$ cat src/rtl/sd_read_block.sv
// SPI-mode single-block read: CMD17, R1, start token, 512 data bytes, CRC drop.
// Card-facing pins launch on the falling edge; MISO is sampled on the rising edge.
module sd_read_block (
    input  logic        rst_n,
    input  logic        SD_clk,
    input  logic        init_i,
    input  logic        type_card,
    input  logic        start,
    input  logic [31:0] sector,
    output logic        SD_cs,
    output logic        SD_datain,
    input  logic        SD_dataout,
    output logic        busy,
    output logic [7:0]  rd_data,
    output logic        rd_valid,
    output logic [8:0]  rd_index,
    output logic        done,
    output logic [1:0]  err
);

    typedef enum logic [2:0] {
        IDLE, SEND, WAIT_R1, R1_RX, WAIT_TOK, DATA, CRC, FINISH
    } state_e;

    state_e      state_q, state_d;
    logic [12:0] cnt_q, cnt_d;
    logic [2:0]  bit_q, bit_d;
    logic [6:0]  rx_q, rx_d;
    logic [47:0] cmd_q, cmd_d;
    logic        mosi_q, mosi_d;
    logic        csn_q, csn_d;
    logic        busy_q, busy_d;
    logic [7:0]  rd_data_q, rd_data_d;
    logic        rd_valid_q, rd_valid_d;
    logic [8:0]  rd_index_q, rd_index_d;
    logic        done_q, done_d;
    logic [1:0]  err_q, err_d;
    logic        cs_q, datain_q;

    logic [31:0] arg;
    logic [7:0]  byte_val;
    logic        byte_end;
    logic        abort;

    assign arg      = type_card ? sector : {sector[22:0], 9'b0};
    assign byte_val = {rx_q, SD_dataout};
    assign byte_end = (bit_q == 3'd7);
    assign abort    = !init_i && (state_q != IDLE) && (state_q != FINISH);

    always_ff @(posedge SD_clk or negedge rst_n) begin
        if (!rst_n) state_q <= IDLE;
        else        state_q <= state_d;
    end

    always_comb begin
        state_d = state_q;
        unique case (state_q)
            IDLE:     if (start && init_i) state_d = SEND;
            SEND:     if (cnt_q == 13'd46) state_d = WAIT_R1;
            WAIT_R1: begin
                if (!SD_dataout)                 state_d = R1_RX;
                else if (cnt_q[8:0] == 9'd511)   state_d = FINISH;
            end
            R1_RX: begin
                if (byte_end) state_d = (byte_val == 8'h00) ? WAIT_TOK : FINISH;
            end
            WAIT_TOK: begin
                if (byte_end) begin
                    if (byte_val == 8'hFE)            state_d = DATA;
                    else if (byte_val[7:4] == 4'h0)   state_d = FINISH;
                    else if (cnt_q == 13'd8191)       state_d = FINISH;
                end
            end
            DATA:     if (byte_end && cnt_q[8:0] == 9'd511) state_d = CRC;
            CRC:      if (cnt_q[3:0] == 4'd15) state_d = FINISH;
            FINISH:   if (cnt_q[2:0] == 3'd7) state_d = IDLE;
            default:  state_d = IDLE;
        endcase
        if (abort) state_d = FINISH;
    end

    always_comb begin
        cnt_d      = cnt_q;
        bit_d      = 3'd0;
        rx_d       = {rx_q[5:0], SD_dataout};
        cmd_d      = cmd_q;
        mosi_d     = 1'b1;
        rd_data_d  = rd_data_q;
        rd_valid_d = 1'b0;
        rd_index_d = rd_index_q;
        err_d      = err_q;
        unique case (state_q)
            IDLE: begin
                if (state_d == SEND) begin
                    cmd_d  = {8'h51, arg, 8'hFF};
                    mosi_d = cmd_d[47];
                    err_d  = 2'd0;
                end
            end
            SEND: begin
                cmd_d = cmd_q << 1;
                if (!abort) mosi_d = cmd_q[46];
                cnt_d = cnt_q + 13'd1;
            end
            WAIT_R1: begin
                // the 0 bit that ends the search is R1 bit 7
                bit_d = 3'd1;
                cnt_d = cnt_q + 13'd1;
            end
            R1_RX: bit_d = bit_q + 3'd1;
            WAIT_TOK: begin
                bit_d = bit_q + 3'd1;
                if (byte_end) cnt_d = cnt_q + 13'd1;
            end
            DATA: begin
                bit_d = bit_q + 3'd1;
                if (byte_end) begin
                    cnt_d      = cnt_q + 13'd1;
                    rd_valid_d = 1'b1;
                    rd_data_d  = byte_val;
                    rd_index_d = cnt_q[8:0];
                end
            end
            CRC:     cnt_d = cnt_q + 13'd1;
            FINISH:  cnt_d = cnt_q + 13'd1;
            default: cnt_d = cnt_q;
        endcase
        if (state_d != state_q) cnt_d = 13'd0;
        if (state_d == FINISH && state_q != FINISH) begin
            if (abort)                    err_d = 2'd2;
            else if (state_q == R1_RX)    err_d = 2'd1;
            else if (state_q == WAIT_TOK) err_d = 2'd3;
            else if (state_q == WAIT_R1)  err_d = 2'd2;
        end
    end

    assign csn_d  = (state_d == IDLE) || (state_d == FINISH);
    assign busy_d = (state_d != IDLE);
    assign done_d = (state_q == FINISH) && (state_d == IDLE);

    always_ff @(posedge SD_clk or negedge rst_n) begin
        if (!rst_n) begin
            cnt_q      <= 13'd0;
            bit_q      <= 3'd0;
            rx_q       <= 7'd0;
            cmd_q      <= 48'd0;
            mosi_q     <= 1'b1;
            csn_q      <= 1'b1;
            busy_q     <= 1'b0;
            rd_data_q  <= 8'd0;
            rd_valid_q <= 1'b0;
            rd_index_q <= 9'd0;
            done_q     <= 1'b0;
            err_q      <= 2'd0;
        end else begin
            cnt_q      <= cnt_d;
            bit_q      <= bit_d;
            rx_q       <= rx_d;
            cmd_q      <= cmd_d;
            mosi_q     <= mosi_d;
            csn_q      <= csn_d;
            busy_q     <= busy_d;
            rd_data_q  <= rd_data_d;
            rd_valid_q <= rd_valid_d;
            rd_index_q <= rd_index_d;
            done_q     <= done_d;
            err_q      <= err_d;
        end
    end

    // card pins move half a clock after the decision that set them
    always_ff @(negedge SD_clk or negedge rst_n) begin
        if (!rst_n) begin
            cs_q     <= 1'b1;
            datain_q <= 1'b1;
        end else begin
            cs_q     <= csn_q;
            datain_q <= mosi_q;
        end
    end

    assign SD_cs     = cs_q;
    assign SD_datain = datain_q;
    assign busy      = busy_q;
    assign rd_data   = rd_data_q;
    assign rd_valid  = rd_valid_q;
    assign rd_index  = rd_index_q;
    assign done      = done_q;
    assign err       = err_q;

endmodule

$ cat config.mk
export PLATFORM = sky130hd
export DESIGN_NAME = sd_read_block
export DESIGN_NICKNAME = d
export VERILOG_FILES = /design/src/rtl/sd_read_block.sv
export SDC_FILE = /design/constraint.sdc
export NUM_CORES = 1
export LEC_CHECK = 0
export BUFFER_PORTS_ARGS = -buffer_cell sky130_fd_sc_hd__clkbuf_2
export CORE_MARGIN = 8
export CORE_UTILIZATION = 25
export DETAILED_ROUTE_END_ITERATION = 8
export GPL_TIMING_DRIVEN = 1
export PLACE_DENSITY = 0.45
export REMOVE_ABC_BUFFERS = 1
export SYNTH_ARGS = -nofsm -noshare
export SYNTH_HDL_FRONTEND = slang
export SYNTH_SLANG_ARGS = --single-unit
$ cat constraint.sdc
create_clock -name SD_clk -period 3.4 [get_ports SD_clk]
set_input_delay 0.17 -clock SD_clk [delete_from_list [all_inputs] [get_ports SD_clk]]
set_output_delay 0.17 -clock SD_clk [all_outputs]
set_load 0.05 [all_outputs]
==> impl_metrics.csv <==
group,metric,value,unit
final_layout,layout-drive-gt1-share,27.4,%
setup_path,path_cells,"clkbuf_2",
final_layout,nets,586,
setup_path,cp_top_family,"flip-flops",
clocking,ctsLongestPathBuffers,2,
sta,finalSetupViolations,0,
pwr,sw_frac_of_total,31.6,%
setup_path,end_kind,"output pin",
setup_path,crit_required,3.23,ns
routing,drtAntennaViolNets,0,
min_path,hold_path_class,"primary input to flop",
logic_synthesis,syn_area,0.00494,mm^2
pwr,vdd_drop_max,0.186,mV
flow_run,drv_cap,0,
die,die_h,157,um
pwr,p_leak,2.62,nW
logic_synthesis,synth_seq_cells,99,
final_layout,n_antenna_cell,0,
clocking,cts_resized,0,
setup_path,start_kind,"flop",
routing,dr_total_vias,3756,
routing,totalWireLength,12300,um
routing,wl_per_cell,15.2,um
global_route,grt_pass1_wl,20400,um
pwr,clockPowerShare,30.8,%
die,rows,51,
outcome,status,"finished clean",
routing,drt-initial-drc-count,271,
clocking,cts_sinks,99,
die,ioPinCount,62,
logic_synthesis,syn_inst,486,
setup_path,cp_max_fo,1,
final_layout,final_cell_mix,"95 x dfrtp_1, 71 x nand2_1, 60 x clkbuf_2",
logic_synthesis,ys_types,71,
clocking,htreeDepth,3,
setup_path,max_stage_delay,0.50,ns
sta,slew_headroom,40.0,%
clocking,cts_setup_buffers,0,
clocking,cts_tree,"built",
placement,io_buffer_count,61,
final_layout,areaGrowthSynthToFinish,17.6,%
pwr,power_frac_comb,21.9,%
sta,worstMarginPinSlew,0.900,ns
setup_path,path_buf_inv,1,
global_route,grt_max_degree,67,
sta,rsz0062_at_grt,"no",
setup_path,cpMaxStageDelayCell,"dfstp_2",
pwr,power_density,552,mW/mm^2
global_route,overflow,0,
clocking,path_clk_slew,0.06,ns
placement,gp_congestion,0.752,
sta,skew,0.0591,ns
clocking,cts-root-buf,"clkbuf_16",
logic_synthesis,synth-edff-count,0,
clocking,insertion_delay,0.40,ns
pwr,p_switching,1.01,mW
global_route,first_global_vias,3880,
die,die-width,157,um
die,start_util,25.4,%
global_route,antenna_found_initial,0,
logic_synthesis,syn_area_per_cell,10.2,um^2
clocking,ctsHoldBuffers,1,
setup_path,r2r_slack,0.59,ns
sta,setup_tns,0,ns
setup_path,worstSetupPathType,"flop to output pin",
die,core,0.0195,mm^2
routing,drc,0,
routing,drt-vias-per-instance,4.63,
logic_synthesis,ys_seq_area_share,50.2,%
logic_synthesis,ys.flop_type,"dfrtp_1",
sta,finalMaxSlewViolations,0,
routing,drt_first_pass_iters,4,
pwr,p_int,2.20,mW
setup_path,worstPathArrival,2.87,ns
pwr,seqPwrFrac,47.3,%
sta,final-hold-violation-count,0,
placement,hpwl,8510,um
final_layout,layout_commonest_cell,"dfrtp_1",
final_layout,n_fill_cell,2054,
pwr,p_total,3.21,mW
logic_synthesis,async_reset_ff_share,100,%
global_route,grt.total_usage,10.5,%
die,die-area,0.0245,mm^2
logic_synthesis,ys_warn_count,0,
clocking,cts_buffers,9,
## synthesized netlist by cell type, types with 6 or more instances
master    number  share of area (%)
nand3_1        7               0.71
nor4_1         6               0.76
o22a_1         8                1.4
xnor2_1        6                1.1
a31o_2         9                1.6
nor2_1        19                1.4
dfrtp_1       95                 48
o32ai_1       18                3.2
a21oi_1       45                4.6
mux2_2        19                4.3
inv_1         32                2.4
ha_1           6                1.5
clkbuf_1      17                1.3
mux2i_1       10                2.0
nor2_2        10                1.3
nand2_1       71                5.4
## metrics by stage
step	instances	worst slack, ns	hold WS [ns]	util (%)	area (um^2)
global placement	794	0.705	0.309	28.3	5510
global route	812	0.320	0.0416	29.9	5810
floorplan	456	0.348	-0.126	-	4780
finish	812	0.364	0.0436	29.9	5810
detailed placement	794	0.585	0.324	28.3	5510
CTS	812	0.340	0.0222	29.9	5810
## metal layers
layer	up-vias	GRT usage [%]	routed length, um
li1	1838	-	-
met3	15	1.68	450
met5	-	0	0
met4	0	5.17	262
met1	1858	13.9	5840
met2	45	16.3	5790
## cell families (layout without fill, tap and decap cells)
| kind of cell | after synthesis | count (layout) | synth area share [%] |
|---|---|---|---|
| AO/OA/AOI/OAI | 123 | 123 | 18.2 |
| XOR/XNOR | 10 | 10 | 1.77 |
| adder cells (fa/ha/maj) | 6 | 6 | 1.52 |
| buffers and inverters | 66 | 127 | 6.15 |
| flip-flops | 99 | 99 | 50.2 |
| multiplexers | 29 | 29 | 6.35 |
| AND/OR/NAND/NOR | 153 | 153 | 15.7 |
## flip-flops by register name, indices dropped and copies added, names as in the netlist
name	flops
cmd_q	47
cnt_q	13
rd_index	9
rd_data	8
rx_q	7
bit_q	3
state_q	3
err	2
SD_cs	1
SD_datain	1
busy	1
csn_q	1
done	1
mosi_q	1
rd_valid	1
## power groups by stage
stage	Combinational, mW	Clock, mW	Sequential [mW]
floorplan	0.431	0.00552	1.58
global placement	0.696	0.00552	1.53
detailed placement	0.713	0.00552	1.54
CTS	0.717	1.03	1.52
global route	0.794	1.08	1.55
finish	0.704	0.989	1.52
## final timing paths
path / end / cells past startpoint / from
setup / recovery: SD_cs / 1 / SD_cs
hold reg to reg: rx_q[1] / 0 / rx_q[0]
min in group asynchronous: rd_valid / 3 / rst_n
setup reg to reg: cmd_q[26] / 12 / cnt_q[1]
max in group asynchronous: SD_cs / 2 / rst_n
hold / removal: rx_q[0] / 1 / SD_dataout
## cell type report
| class | count | area, um^2 | area share [%] |
|---|---|---|---|
| multi-input combinational | 321 | 2160 | 37.1 |
| inverter | 35 | 141 | 2.43 |
| clock buffer | 11 | 254 | 4.37 |
| timing repair buffer | 74 | 408 | 7.02 |
| clock inverter | 7 | 40.0 | 0.689 |
| tap | 265 | 332 | 5.70 |
| sequential | 99 | 2480 | 42.7 |
Power figures use the tool's default switching activity.
